$ cat src/rtl/serial_arith_pkg.sv
// Shared definitions for the serial bit-at-a-time arithmetic blocks.
// Holds the controller state encoding and the default operand width.
package serial_arith_pkg;

  localparam int DEFAULT_WIDTH = 4;

  typedef enum logic [1:0] {
    IDLE = 2'd0,
    RUN  = 2'd1,
    DONE = 2'd2
  } state_e;

  // Bit counter must be able to hold WIDTH itself, hence the extra bit.
  function automatic int cnt_bits(input int width);
    return $clog2(width) + 1;
  endfunction

endpackage

$ cat src/rtl/serial_sub_4bit_fs.sv
// One-bit full subtractor: d = x - y - bin, with borrow out.
module fs (
  input  logic x,
  input  logic y,
  input  logic bin,
  output logic d,
  output logic bout
);

  assign d    = x ^ y ^ bin;
  assign bout = (~x & y) | (~(x ^ y) & bin);

endmodule

$ cat src/rtl/serial_sub_4bit.sv
// Serial subtractor: computes a - b - bin one bit per cycle, LSB first,
// through a single full-subtractor cell, then publishes diff/bout.
module serial_sub_4bit
  import serial_arith_pkg::*;
#(
  parameter int WIDTH = DEFAULT_WIDTH
) (
  input  logic             clk,
  input  logic             rst_n,
  input  logic             start,
  input  logic [WIDTH-1:0] a,
  input  logic [WIDTH-1:0] b,
  input  logic             bin,
  output logic             busy,
  output logic             done,
  output logic [WIDTH-1:0] diff,
  output logic             bout
);

  localparam int CW = cnt_bits(WIDTH);

  state_e           state_q, state_d;
  logic [CW-1:0]    cnt_q, cnt_d;
  logic [WIDTH-1:0] a_sh_q, a_sh_d;
  logic [WIDTH-1:0] b_sh_q, b_sh_d;
  logic [WIDTH-1:0] part_q, part_d;
  logic             br_q, br_d;
  logic             busy_q, busy_d;
  logic             done_q, done_d;
  logic [WIDTH-1:0] diff_q, diff_d;
  logic             bout_q, bout_d;

  logic             bit_d;
  logic             br_next;
  logic [WIDTH-1:0] part_shift;

  fs u_fs (
    .x    (a_sh_q[0]),
    .y    (b_sh_q[0]),
    .bin  (br_q),
    .d    (bit_d),
    .bout (br_next)
  );

  assign part_shift = {bit_d, part_q[WIDTH-1:1]};

  always_comb begin
    state_d = state_q;
    cnt_d   = cnt_q;
    a_sh_d  = a_sh_q;
    b_sh_d  = b_sh_q;
    part_d  = part_q;
    br_d    = br_q;
    diff_d  = diff_q;
    bout_d  = bout_q;

    case (state_q)
      IDLE: begin
        if (start) begin
          a_sh_d  = a;
          b_sh_d  = b;
          br_d    = bin;
          cnt_d   = '0;
          part_d  = '0;
          state_d = RUN;
        end
      end
      RUN: begin
        a_sh_d = a_sh_q >> 1;
        b_sh_d = b_sh_q >> 1;
        part_d = part_shift;
        br_d   = br_next;
        cnt_d  = cnt_q + 1'b1;
        // Last bit: publish straight from the cell so no extra cycle is spent.
        if (cnt_q == CW'(WIDTH - 1)) begin
          diff_d  = part_shift;
          bout_d  = br_next;
          state_d = DONE;
        end
      end
      DONE:    state_d = IDLE;
      default: state_d = IDLE;
    endcase

    busy_d = (state_d != IDLE);
    done_d = (state_q == DONE);
  end

  always_ff @(posedge clk or negedge rst_n) begin
    if (!rst_n) begin
      state_q <= IDLE;
      cnt_q   <= '0;
      a_sh_q  <= '0;
      b_sh_q  <= '0;
      part_q  <= '0;
      br_q    <= 1'b0;
      busy_q  <= 1'b0;
      done_q  <= 1'b0;
      diff_q  <= '0;
      bout_q  <= 1'b0;
    end else begin
      state_q <= state_d;
      cnt_q   <= cnt_d;
      a_sh_q  <= a_sh_d;
      b_sh_q  <= b_sh_d;
      part_q  <= part_d;
      br_q    <= br_d;
      busy_q  <= busy_d;
      done_q  <= done_d;
      diff_q  <= diff_d;
      bout_q  <= bout_d;
    end
  end

  assign busy = busy_q;
  assign done = done_q;
  assign diff = diff_q;
  assign bout = bout_q;

endmodule

$ cat config.mk
export PLATFORM = sky130hd
export DESIGN_NAME = serial_sub_4bit
export DESIGN_NICKNAME = d
export VERILOG_FILES = /design/src/rtl/serial_arith_pkg.sv /design/src/rtl/serial_sub_4bit_fs.sv /design/src/rtl/serial_sub_4bit.sv
export SDC_FILE = /design/constraint.sdc
export NUM_CORES = 1
export LEC_CHECK = 0
export ABC_AREA = 1
export BUFFER_PORTS_ARGS = -buffer_cell sky130_fd_sc_hd__buf_2
export CORE_AREA = 2 2 48 50
export DETAILED_ROUTE_END_ITERATION = 10
export DIE_AREA = 0 0 50 52
export HOLD_SLACK_MARGIN = 0.06
export PLACE_DENSITY = 0.76
export SLEW_MARGIN = 5
export SYNTH_ARGS = -nofsm -noshare
export SYNTH_HDL_FRONTEND = slang
export SYNTH_HIERARCHICAL = 1
export SYNTH_SLANG_ARGS = --single-unit
$ cat constraint.sdc
create_clock -name clk -period 2.8 [get_ports clk]
set_clock_uncertainty 0.1 [all_clocks]
set_input_delay 0.28 -clock clk [delete_from_list [all_inputs] [get_ports clk]]
set_output_delay 0.28 -clock clk [all_outputs]
set_load 0.005 [all_outputs]
==> results of run 1 <==
## synthesized netlist by cell type
| cell type | instances | area share, % |
|---|---|---|
| sky130_fd_sc_hd__a21oi_1 | 1 | 0.45 |
| sky130_fd_sc_hd__a21oi_4 | 1 | 1.5 |
| sky130_fd_sc_hd__buf_2 | 1 | 0.45 |
| sky130_fd_sc_hd__buf_6 | 2 | 2.0 |
| sky130_fd_sc_hd__dfrtp_1 | 24 | 54 |
| sky130_fd_sc_hd__fa_1 | 1 | 1.8 |
| sky130_fd_sc_hd__ha_1 | 2 | 2.2 |
| sky130_fd_sc_hd__inv_1 | 22 | 7.4 |
| sky130_fd_sc_hd__inv_2 | 2 | 0.67 |
| sky130_fd_sc_hd__nand2_1 | 37 | 12 |
| sky130_fd_sc_hd__nand2_2 | 2 | 1.1 |
| sky130_fd_sc_hd__nand2_4 | 2 | 2.0 |
| sky130_fd_sc_hd__nand3_1 | 14 | 6.3 |
| sky130_fd_sc_hd__nor2_1 | 3 | 1.0 |
| sky130_fd_sc_hd__nor2_4 | 1 | 1.0 |
| sky130_fd_sc_hd__o21ai_0 | 9 | 4.0 |
| sky130_fd_sc_hd__o21ai_2 | 2 | 1.6 |
## sequential cells by signal, indices dropped and copies added, names as in the netlist
register,count
a_sh_q,4
diff,4
cnt_q,3
br_q,1
state_q,2
done,1
b_sh_q,4
bout,1
part_q,3
busy,1
## cells by family (layout without fill, tap and decap cells)
logic type | count (synthesis) | after routing | synth area share [%]
AO/OA/AOI/OAI | 13 | 13 | 7.53
buffers and inverters | 27 | 46 | 10.6
adder cells (fa/ha/maj) | 3 | 3 | 4.04
AND/OR/NAND/NOR | 59 | 59 | 23.9
flip-flops | 24 | 24 | 53.9
## area by class of cell
cell class	instances	share of cell area, %
multi-input combinational	75	31.8
clock buffer	3	1.81
timing repair buffer	19	8.05
sequential	24	48.3
inverter	24	7.24
tap	28	2.82
## what timing repair did
action                                  in CTS  in global routing
endpoints found under the setup margin       0                  0
hold buffers                                 1                  0
hold endpoints to repair                    24                  0
buffers inserted                             0                  0
resized for setup                            0                  0
## critical path, stage by stage (launching register included)
cell and delay (ps):
sky130_fd_sc_hd__dfrtp_1 450, sky130_fd_sc_hd__ha_1 230, sky130_fd_sc_hd__ha_1 200, sky130_fd_sc_hd__nand2_2 160, sky130_fd_sc_hd__inv_1 80, sky130_fd_sc_hd__nand2_1 60, sky130_fd_sc_hd__nand2_1 50
## final timing paths
check,start,to,slack [ps],depth (start not counted)
setup / recovery,cnt_q[0]$_DFFE_PN0P_,diff[3]$_DFFE_PN0P_,1380,6
hold / removal,b[3],b_sh_q[3]$_DFFE_PN0P_,70,3
setup reg to reg,cnt_q[0]$_DFFE_PN0P_,diff[3]$_DFFE_PN0P_,1380,6
hold reg to reg,diff[2]$_DFFE_PN0P_,diff[2]$_DFFE_PN0P_,390,2
max in group asynchronous,rst_n,diff[3]$_DFFE_PN0P_,1910,2
min in group asynchronous,rst_n,diff[1]$_DFFE_PN0P_,360,2
## per-layer routing
layer  global-route usage, %  vias to the layer above  routed length, µm
met5                       0                        -                  0
met4                    10.2                        0                 43
met3                    2.87                        5                 69
met2                    31.1                       19                951
met1                    20.0                      375                824
li1                        -                      424                  -
## power groups by stage
stage | clock, mW | combinational, mW | sequential, mW
final | 0.144 | 0.597 | 0.600
after global routing | 0.165 | 0.699 | 0.624
after CTS | 0.149 | 0.607 | 0.601
after detailed placement | 0 | 0.604 | 0.608
after global placement | 0 | 0.585 | 0.599
after floorplan | 0 | 0.481 | 0.583
## metrics by stage
step                      setup slack (ps)  hold WS, ps  instances  utilization [%]
final                                 1380         72.6        173             59.1
after CTS                             1370         73.3        173             59.1
after detailed placement              1400          187        169             57.5
after floorplan                       1510         -116        126                -
after global placement                1420          181        169             57.5
after global routing                  1250         77.3        173             59.1
==> results by stage, run 1 <==
Layout:
- At the end of the flow, the number of nets in the layout was ~160.
- The area of all placed cells without fillers is approximately 1200 µm².
- The footprint of the multi-input gates is approximately 400 µm².
- The footprint of the flip-flops and latches is ~600 µm².
- Fill cells in the final layout number 185.
- The library cell used most frequently in the layout, excluding fill and tap cells, is sky130_fd_sc_hd__nand2_1.
- The diode insertion count for antenna repair is 0.
- From synthesis to final layout, the design area changed by 11.7%.
- In the layout the commonest cells are sky130_fd_sc_hd__nand2_1 (37), sky130_fd_sc_hd__dfrtp_1 (24), sky130_fd_sc_hd__inv_1 (22), sky130_fd_sc_hd__buf_2 (18), sky130_fd_sc_hd__nand3_1 (14).
- Of the cells placed in the final design, the portion with a size suffix greater than 1 is about a fifth.

GRT:
- The initial antenna violation count was 0.
- The via count of the first global-routing pass was ~830.
- The global-route wire length before repair is approximately 3400 µm.
- The final global-route overflow total is 0.
- The maximum number of pins on one net before global-route repair is 25.
- Global routing used ~18% of the available tracks across all layers.

Worst setup path:
- The worst setup path is of the flip-flop to flip-flop kind.
- The launching element type of the critical path is a flip-flop.
- The critical path arrival is 1530 ps.
- Along the worst path, the maximum fanout reaches 10.
- The required time reported for the critical path endpoint is 2910 ps.
- The worst setup path is captured at a flip-flop.

Die:
- The starting utilization of the core area is between 50% and 60%.
- After floorplanning, the core was sized to cover ~2100 µm².
- The total I/O pin count is 19.
- The width of the die is roughly 50 µm.
- In this run the vertical extent of the chip is between 50 and 60 µm.
- The total number of placement rows is 17.
- The die covers ~2600 µm².

STA:
- The final max-slew violation count was 0.
- Static timing analysis puts the maximum clock frequency at 706 MHz.
- For the pin with the worst max-slew slack, the measured transition is 506 ps.
- The clock period minus final worst setup slack is ~1400 ps.
- The final count of hold timing violations is 0.
- Setup violations remaining at the end of the flow were counted as 0.
- The worst pin sits at a relative slew slack of between 60% and 70%.
- The total negative slack is 0 ps.
- The worst path uses around half of the clock period.
- Setup repair after global routing left no endpoint under its margin.

Hold path:
- The kind of path behind the tightest hold check is input pin to flip-flop.

Synth:
- The synthesized area per cell is 8.84 µm².
- The share of the Yosys chip area taken by registers is between 50% and 60%.
- Counting every net in the synthesized netlist gives about 140.
- After synthesis, the netlist uses 17 different library cells.
- The count of yosys warnings during synthesis is 6.
- The post-synthesis sequential element count is 24.
- The cell area after synthesis is 1110 µm².
- Counting every instance in the synthesized netlist gives 126.

Clock tree:
- The clock slew seen by the registers of the worst setup and hold paths is 120 ps.
- Clock tree synthesis inserted a total of 3 buffers.
- CTS saw 24 sinks.
- TritonCTS built the clock tree.
- The number of H-tree branching levels is 1.
- In this run the clock root is driven by a sky130_fd_sc_hd__clkbuf_4.
- The worst-skew pair later-pin latency is about 310 ps.
- The clock passes through at most 2 buffers.

Place:
- The count of buffers from port buffering is 18.
- The congestion estimate from routability-driven global placement came to 0.744.
- The placed instances occupy a cell area of approximately 1200 µm².
- The final HPWL from detailed placement is between 1000 and 1500 µm.

Routing:
- The total wirelength of the detailed-routed design is approximately 1900 µm.
- The final route contains around 820 vias.
- Dividing the detail-routed wire length by the instance count gives ~11 µm.
- The first TritonRoute pass finished after 5 iterations.
- The count of nets left with antenna violations once routing finished came out at 0.
- After detailed routing, the number of vias per cell comes to around 4.8.
- The iteration-0 DRC count of the detailed router is 23.
- The number of remaining DRC errors is 0.

Pwr:
- Combinational logic burns 44.5% of the power.
- Total power for the finished layout comes to 1.34 mW.
- VDD sags by at most about 0.00054 V.
- For this design the ratio of total power to cell area is around 1100 nW/µm².
- The switching share of power is 41.4%.
- The leakage power figure is 0.700 nW.
- The reported net switching power is approximately 0.56 mW.
- Of the total power, the clock network draws around a tenth.
- The internal power is 0.785 mW.
- The share of total power dissipated in sequential elements is between 40% and 50%.

Run status:
- The run finished with clean final reports.

Flow run:
- The max-capacitance violation count is 0.
Power figures use the tool's default switching activity.
==> run 2, diff against run 1 <==
- ABC_AREA: 1 -> 0
- PLACE_DENSITY: 0.76 -> 0.72
- clock period: 2.8 -> 1.5 ns (I/O delays scaled with it)
==> results by stage, run 2 <==
Run status:
- Result of the run: complete, no violations (unchanged).

Hold path:
- The kind of path behind the tightest hold check is input pin to flip-flop (unchanged).

Layout:
- The diode insertion count for antenna repair is 0 (unchanged).
- The growth of design area from synthesis to finish came to 27.5% (was 11.7%).
- Commonest non-fill, non-tap cells in the layout: sky130_fd_sc_hd__dfrtp_1 (24), sky130_fd_sc_hd__buf_2 (18), sky130_fd_sc_hd__dlygate4sd3_1 (10), sky130_fd_sc_hd__nor2_1 (9), sky130_fd_sc_hd__o22ai_1 (8) (was sky130_fd_sc_hd__nand2_1 (37), sky130_fd_sc_hd__dfrtp_1 (24), sky130_fd_sc_hd__inv_1 (22), sky130_fd_sc_hd__buf_2 (18), sky130_fd_sc_hd__nand3_1 (14)).
- The proportion of layout cells with a drive suffix above 1 is 31.7% (was 21.4%).
- The net count reported at finish was 136 (was 162).
- The footprint of the flip-flops and latches is 601 µm² (unchanged).
- The leading cell type in the layout, fill and taps excluded is sky130_fd_sc_hd__dfrtp_1 (was sky130_fd_sc_hd__nand2_1).
- The footprint of the multi-input gates is 402 µm² (was 395 µm²).
- The final-layout fill cell count is 176 (was 185).

Die:
- The total number of placement rows is 17 (unchanged).
- The total I/O pin count is 19 (unchanged).
- The starting utilization of the core area is 49.4% (was 52.9%).
- The height of the die is 52 µm (unchanged).
- The area of the core was 2110 µm² (unchanged).
- The area of the die is 2600 µm² (unchanged).
- The width of the die is 50 µm (unchanged).

GRT:
- The global-route wire length before repair is 3460 µm (was 3370 µm).
- The met1 track demand over resource came to 21.8% (was 20.0%).
- The initial antenna violation count is 0 (unchanged).
- The met3 usage in global routing is 3.16% (was 2.87%).
- The busiest layer in global routing was met2 (unchanged).
- The global-route met2 utilization is 30.3% (was 31.1%).
- The maximum number of pins on one net before global-route repair is 25 (unchanged).
- The via count of the first global-routing pass is 806 (was 825).
- The combined global-route utilization of all metal layers was 18.0% (was 17.6%).
- The final global-route overflow total is 0 (unchanged).

STA:
- The maximum frequency from static timing analysis came to 698 MHz (was 706 MHz).
- The number of failing setup endpoints in the final timing report came to 0 (unchanged).
- The slew of the pin with the lowest slew margin was 516 ps (was 506 ps).
- The clock period minus final worst setup slack is 1430 ps (was 1420 ps).
- The total negative slack is 0 ps (unchanged).
- Setup repair after global routing missed its margin: no (unchanged).
- The worst slew margin relative to its limit is 65.6% (was 66.3%).
- The worst setup slack after layout is 66.4 ps (was 1380 ps).
- The final count of hold timing violations is 0 (unchanged).
- The final max-slew violation count is 0 (unchanged).
- The final critical-path share of the clock period was 95.6% (was 50.6%).

Worst setup path:
- The worst stage delay on the critical path came to 400 ps (was 450 ps).
- The launching element type of the critical path was a flip-flop (unchanged).
- The critical path class is flip-flop to flip-flop (unchanged).
- The critical path arrival came to 1540 ps (was 1530 ps).
- The highest net fanout along the worst path is 6 (was 10).
- The capturing element type of the critical path is a flip-flop (unchanged).
- The slowest library cell on the worst path is sky130_fd_sc_hd__dfrtp_1 (unchanged).
- Critical Path, Cell by Cell: ha_1 -> ha_2 -> nand2_4 -> mux2_4 (was ha_1 -> ha_1 -> nand2_2 -> inv_1 -> nand2_1 -> nand2_1).
- The required time reported for the critical path endpoint was 1610 ps (was 2910 ps).

Place:
- The post-placement setup slack is 18.3 ps (was 1400 ps).
- The count of buffers from port buffering came to 18 (unchanged).
- The routability congestion estimate is 0.711 (was 0.744).
- The final HPWL from detailed placement is 1400 µm (was 1440 µm).

Pwr:
- The worst IR drop on VDD is 0.000914 V (was 0.000544 V).
- The leakage power figure is 0.647 nW (was 0.700 nW).
- The areal power density over the cells is 1980 nW/µm² (was 1080 nW/µm²).

Routing:
- The iteration-0 DRC count of the detailed router is 10 (was 23).
- The overall via count from detail_route is 782 (was 823).
- The number of remaining DRC errors is 0 (unchanged).
- The total wirelength of the detailed-routed design is 2060 µm (was 1890 µm).
- The final antenna-violating net count is 0 (unchanged).
- The average via count per standard cell is 5.28 (was 4.76).
- The number of iterations in the first detailed-routing pass is 4 (was 5).
- The average routed wire per standard cell is 13.9 µm (was 10.9 µm).

Synth:
- The post-synthesis async set-or-reset flop share was 100% (unchanged).
- The xor/xnor share of the synthesized area is 0% (unchanged).
- Commonest cells in the synthesized netlist: sky130_fd_sc_hd__dfrtp_1 (24), sky130_fd_sc_hd__nor2_1 (9), sky130_fd_sc_hd__o22ai_1 (8), sky130_fd_sc_hd__o32ai_1 (7) (was sky130_fd_sc_hd__nand2_1 (37), sky130_fd_sc_hd__dfrtp_1 (24), sky130_fd_sc_hd__inv_1 (22), sky130_fd_sc_hd__nand3_1 (14), sky130_fd_sc_hd__o21ai_0 (9)).
- The simple-gate portion of the synthesized area is 8.77% (was 23.9%).
- The largest family of logic cells by synthesized area is compound AO/OA/AOI/OAI gates (was simple AND/OR/NAND/NOR gates).
- The post-synthesis share of cell area spent on full adders, half adders and majority gates is 4.33% (was 4.04%).
- The number of nets produced by synthesis is 101 (was 141).
- The share of the yosys chip area belonging to registers is 57.7% (was 53.9%).
- Leading cell types by total area after synthesis: sky130_fd_sc_hd__dfrtp_1 (58%), sky130_fd_sc_hd__mux2_4 (7.2%), sky130_fd_sc_hd__o32ai_1 (5.9%) (was sky130_fd_sc_hd__dfrtp_1 (54%), sky130_fd_sc_hd__nand2_1 (12%), sky130_fd_sc_hd__inv_1 (7.4%)).
- The compound-gate portion of the synthesized area is 18.0% (was 7.53%).
- The cell area after synthesis is 1040 µm² (was 1110 µm²).
- The library cell with the largest summed area after synthesis is sky130_fd_sc_hd__dfrtp_1 (unchanged).
- The share of Yosys cell area claimed by the top area cell type is 57.7% (was 53.9%).
- The gate count of the mapped netlist is 86 (was 126).
- The count of cell types in the netlist was 21 (was 17).
- The post-synthesis sequential element count is 24 (unchanged).
- The cell with the most instances after synthesis is sky130_fd_sc_hd__dfrtp_1 (was sky130_fd_sc_hd__nand2_1).
- The synthesized area per cell is 12.1 µm² (was 8.84 µm²).
- The multiplexer share of the synthesized area is 7.21% (was 0%).
- The leading register cell type out of synthesis is sky130_fd_sc_hd__dfrtp_1 (unchanged).
- The count of yosys warnings during synthesis is 6 (unchanged).
- The number of enable-type register cells in the synthesized netlist is 0 (unchanged).

Flow run:
- The max-capacitance violation count is 0 (unchanged).

Clock tree:
- The number of clock sinks seen by CTS is 24 (unchanged).
- The clock slew seen by the registers of the worst setup and hold paths is 130 ps (was 120 ps).
- The number of H-tree branching levels is 1 (unchanged).
- The CTS root buffer is sky130_fd_sc_hd__clkbuf_4 (unchanged).
- The clock tree buffer depth is 2 (unchanged).
- The number of buffers created by CTS is 3 (unchanged).
- The clock tree from TritonCTS is built (unchanged).
- The worst-skew pair later-pin latency is 310 ps (about the same).
[run 2: cell count changes after synthesis, moves of 3 or more]
cell	previous run	this run
sky130_fd_sc_hd__a22o_1	0	4
sky130_fd_sc_hd__inv_1	22	5
sky130_fd_sc_hd__mux2_4	0	5
sky130_fd_sc_hd__nand2_1	37	3
sky130_fd_sc_hd__nand3_1	14	0
sky130_fd_sc_hd__nor2_1	3	9
sky130_fd_sc_hd__o21ai_0	9	2
sky130_fd_sc_hd__o21ai_1	0	3
sky130_fd_sc_hd__o22ai_1	0	8
sky130_fd_sc_hd__o32ai_1	0	7
[run 2: through the flow]
stage	instance area, µm²	std cells	power [mW]	util [%]	hold slack (ps)
after floorplan	1040	86	1.93	-	-246
after global placement	1170	131	2.19	55.4	52.9
after detailed placement	1170	131	2.24	55.4	54.0
after CTS	1310	146	2.62	62.2	93.6
after global routing	1330	148	2.83	63.0	114
final	1330	148	2.63	63.0	97.3
[run 2: final timing paths]
kind	start	endpoint	slack, ps	depth (start not counted)
max	cnt_q[0]$_DFFE_PN0P_	diff[2]$_DFFE_PN0P_	70	4
min	start	busy$_DFF_PN0_	100	3
max reg2reg	cnt_q[0]$_DFFE_PN0P_	diff[2]$_DFFE_PN0P_	70	4
min reg2reg	part_q[1]$_DFFE_PN0P_	part_q[1]$_DFFE_PN0P_	420	1
max in group asynchronous	rst_n	b_sh_q[2]$_DFFE_PN0P_	730	2
min in group asynchronous	rst_n	diff[1]$_DFFE_PN0P_	220	2
[run 2: what timing repair did]
action | 4_1_cts | 5_1_grt
cloned | 0 | 0
hold endpoints to repair | 33 | 0
setup endpoints to repair | 1 | 5
hold buffers | 10 | 0
buffers inserted | 1 | 2
pin swaps | 1 | 1
resized for setup | 0 | 1
[run 2: power breakdown]
group,switching [mW],internal (mW)
clock,0.189,0.148
sequential,0.200,0.937
combinational,0.536,0.620
total,0.926,1.71
[run 2: layout make-up]
cell class / count / area share (%)
clock buffers: 4 / 2.73
repair buffers: 33 / 17.2
well taps: 28 / 2.64
multi-input cells: 52 / 30.3
inverters: 7 / 1.98
flip-flops and latches: 24 / 45.2
[run 2: cell families (layout without fill, tap and decap cells)]
| group | Yosys count | after routing |
|---|---|---|
| compound gates | 26 | 26 |
| flops | 24 | 24 |
| simple gates | 18 | 18 |
| buf+inv | 10 | 44 |
| mux | 5 | 5 |
| fa+ha+maj | 3 | 3 |
[run 2: critical path: cells and delay by family (launching register included)]
family | cells | cell delay (ps)
fa+ha+maj | 2 | 390
flops | 1 | 400
mux | 1 | 320
simple gates | 1 | 120
[run 2: metal layers]
metal | vias to the layer above | wire length [µm]
li1 | 380 | -
met1 | 371 | 912
met2 | 25 | 1020
met3 | 6 | 78
met5 | - | 0
met4 | 0 | 43
==> run 3, diff against run 2 <==
- CORE_AREA: 2 2 48 50 -> 4 4 50 52
- DIE_AREA: 0 0 50 52 -> 0 0 54 56
- PLACE_DENSITY: 0.72 -> 0.78
==> results by stage, run 3 (synthesis gave the netlist of run 2 again) <==
Clock tree:
- The number of clock sinks seen by CTS is 24 (unchanged).
- The clock tree buffer depth is 2 (unchanged).
- The number of buffers created by CTS was 3 (unchanged).
- The clock tree from TritonCTS is built (unchanged).
- The CTS root buffer is sky130_fd_sc_hd__clkbuf_4 (unchanged).
- The number of H-tree branching levels is 1 (unchanged).
- The worst-skew pair later-pin latency is 300 ps (was 310 ps).
- The clock slew seen by the registers of the worst setup and hold paths is 110 ps (was 130 ps).
- The number of buffers inserted by post-CTS setup repair was 0 (was 1).

STA:
- The final critical-path share of the clock period is 96.9% (was 95.6%).
- The clock period minus final worst setup slack is 1450 ps (was 1430 ps).
- Setup repair after global routing missed its margin: no (unchanged).
- The number of failing setup endpoints in the final timing report is 0 (unchanged).
- The maximum frequency from static timing analysis is 688 MHz (was 698 MHz).
- The final count of hold timing violations is 0 (unchanged).
- The final max-slew violation count is 0 (unchanged).
- The worst hold margin is 121 ps (was 97.3 ps).
- The total negative slack is 0 ps (unchanged).
- The worst setup slack after layout is 46.4 ps (was 66.4 ps).
- The slew of the pin with the lowest slew margin came to 523 ps (was 516 ps).
- The worst slew margin relative to its limit is 65.2% (was 65.6%).

Place:
- The post-placement setup slack is 27.6 ps (was 18.3 ps).
- The count of buffers from port buffering is 18 (unchanged).
- The routability congestion estimate came to 0.738 (was 0.711).
- The final HPWL from detailed placement is 1380 µm (was 1400 µm).

Hold path:
- The hold path startpoint is start (unchanged).
- The kind of path behind the tightest hold check is input pin to flip-flop (unchanged).

GRT:
- The combined global-route utilization of all metal layers is 15.3% (was 18.0%).
- The maximum number of pins on one net before global-route repair came to 25 (unchanged).
- The final global-route overflow total is 0 (unchanged).
- The global-route wire length before repair is 3440 µm (was 3460 µm).
- The via count of the first global-routing pass was 799 (was 806).
- The initial antenna violation count is 0 (unchanged).

Routing:
- The iteration-0 DRC count of the detailed router is 13 (was 10).
- The overall via count from detail_route is 793 (was 782).
- The average via count per standard cell was 5.51 (was 5.28).
- The number of iterations in the first detailed-routing pass is 4 (unchanged).
- The number of remaining DRC errors is 0 (unchanged).
- The final antenna-violating net count was 0 (unchanged).
- The total wirelength of the detailed-routed design was 2040 µm (was 2060 µm).
- The average routed wire per standard cell was 14.2 µm (was 13.9 µm).

Worst setup path:
- The critical path arrival is 1550 ps (was 1540 ps).
- The critical path class is flip-flop to flip-flop (unchanged).
- The launch instance of the worst register-to-register path is cnt_q[0]$_DFFE_PN0P_ (unchanged).
- The startpoint of the worst setup timing path is cnt_q[0]$_DFFE_PN0P_ (unchanged).
- The highest net fanout along the worst path is 6 (unchanged).
- The capturing element type of the critical path was a flip-flop (unchanged).
- The required time reported for the critical path endpoint is 1600 ps (was 1610 ps).
- The launching element type of the critical path is a flip-flop (unchanged).

Die:
- The area of the core is 2110 µm² (unchanged).
- The total number of placement rows came to 17 (unchanged).
- The starting utilization of the core area is 49.4% (unchanged).
- The total I/O pin count is 19 (unchanged).
- The height of the die is 56 µm (was 52 µm).
- The area of the die was 3020 µm² (was 2600 µm²).
- The width of the die is 54 µm (was 50 µm).

Flow run:
- The max-capacitance violation count is 0 (unchanged).

Layout:
- The leading cell type in the layout, fill and taps excluded is sky130_fd_sc_hd__dfrtp_1 (unchanged).
- The diode insertion count for antenna repair is 0 (unchanged).
- The post-route core utilization is 61.4% (was 63.0%).
- The growth of design area from synthesis to finish is 24.3% (was 27.5%).
- The final-layout fill cell count is 177 (was 176).
- The net count reported at finish is 133 (was 136).
- The proportion of layout cells with a drive suffix above 1 is 30.2% (was 31.7%).
- Commonest non-fill, non-tap cells in the layout: sky130_fd_sc_hd__dfrtp_1 (24), sky130_fd_sc_hd__buf_2 (18), sky130_fd_sc_hd__dlygate4sd3_1 (10), sky130_fd_sc_hd__nor2_1 (9), sky130_fd_sc_hd__o22ai_1 (8) (unchanged).
- The footprint of the flip-flops and latches is 601 µm² (unchanged).
- The footprint of the multi-input gates came to 404 µm² (was 402 µm²).

Pwr:
- The areal power density over the cells is 1950 nW/µm² (was 1980 nW/µm²).
- The leakage power figure was 0.624 nW (was 0.647 nW).
- The worst IR drop on VDD is 0.000972 V (was 0.000914 V).
- The final total power is 2.52 mW (was 2.63 mW).

Run status:
- Result of the run: complete, no violations (unchanged).
==> run 3: worst max-delay path, stage by stage (launching register included) <==
cell,delay [ps]
sky130_fd_sc_hd__dfrtp_1,420
sky130_fd_sc_hd__ha_2,200
sky130_fd_sc_hd__ha_2,190
sky130_fd_sc_hd__nand2_4,130
sky130_fd_sc_hd__mux2_4,310
==> run 3: path summary, 6_finish.rpt <==
check	to	slack [ps]	depth (start not counted)
worst max-delay path	diff[1]$_DFFE_PN0P_	50	4
worst min-delay path	busy$_DFF_PN0_	120	3
worst max register to register	diff[1]$_DFFE_PN0P_	50	4
worst min register to register	cnt_q[0]$_DFFE_PN0P_	410	1
max in group asynchronous	cnt_q[2]$_DFFE_PN0P_	710	2
min in group asynchronous	diff[1]$_DFFE_PN0P_	240	2
==> run 3: timing repair <==
item                                   4_1_cts  5_1_grt
setup endpoints to repair                    0        5
endpoints found under the hold margin       33        0
hold buffers                                10        0
gates resized for setup                      0        2
==> run 3: layout make-up <==
type	count	share of cell area, %
timing repair buffer	30	15.9
inverter	7	2.03
multi-input combinational	52	31.2
tap	28	2.71
clock buffer	3	1.74
sequential	24	46.4
==> run 3: layer usage <==
layer / global-route usage, % / up-vias / share of wire (%)
li1: - / 371 / -
met1: 21.5 / 392 / 45
met2: 22.3 / 24 / 48
met3: 2.41 / 6 / 4.2
met4: 7.83 / 0 / 2.4
met5: 0 / - / 0
==> run 3: report_power, final <==
group / total [mW] / internal (mW) / switching, mW / leakage (nW)
Combinational: 1.11 / 0.586 / 0.528 / 0.315
Sequential: 1.14 / 0.938 / 0.203 / 0.295
Clock: 0.265 / 0.0937 / 0.171 / 0.0138
Total: 2.52 / 1.62 / 0.902 / 0.624
==> run 3: per-stage QoR <==
stage	cells	cell area, µm²
final	144	1290
after global routing	144	1290
after CTS	144	1290
after detailed placement	131	1170
after global placement	131	1170
after floorplan	86	1040
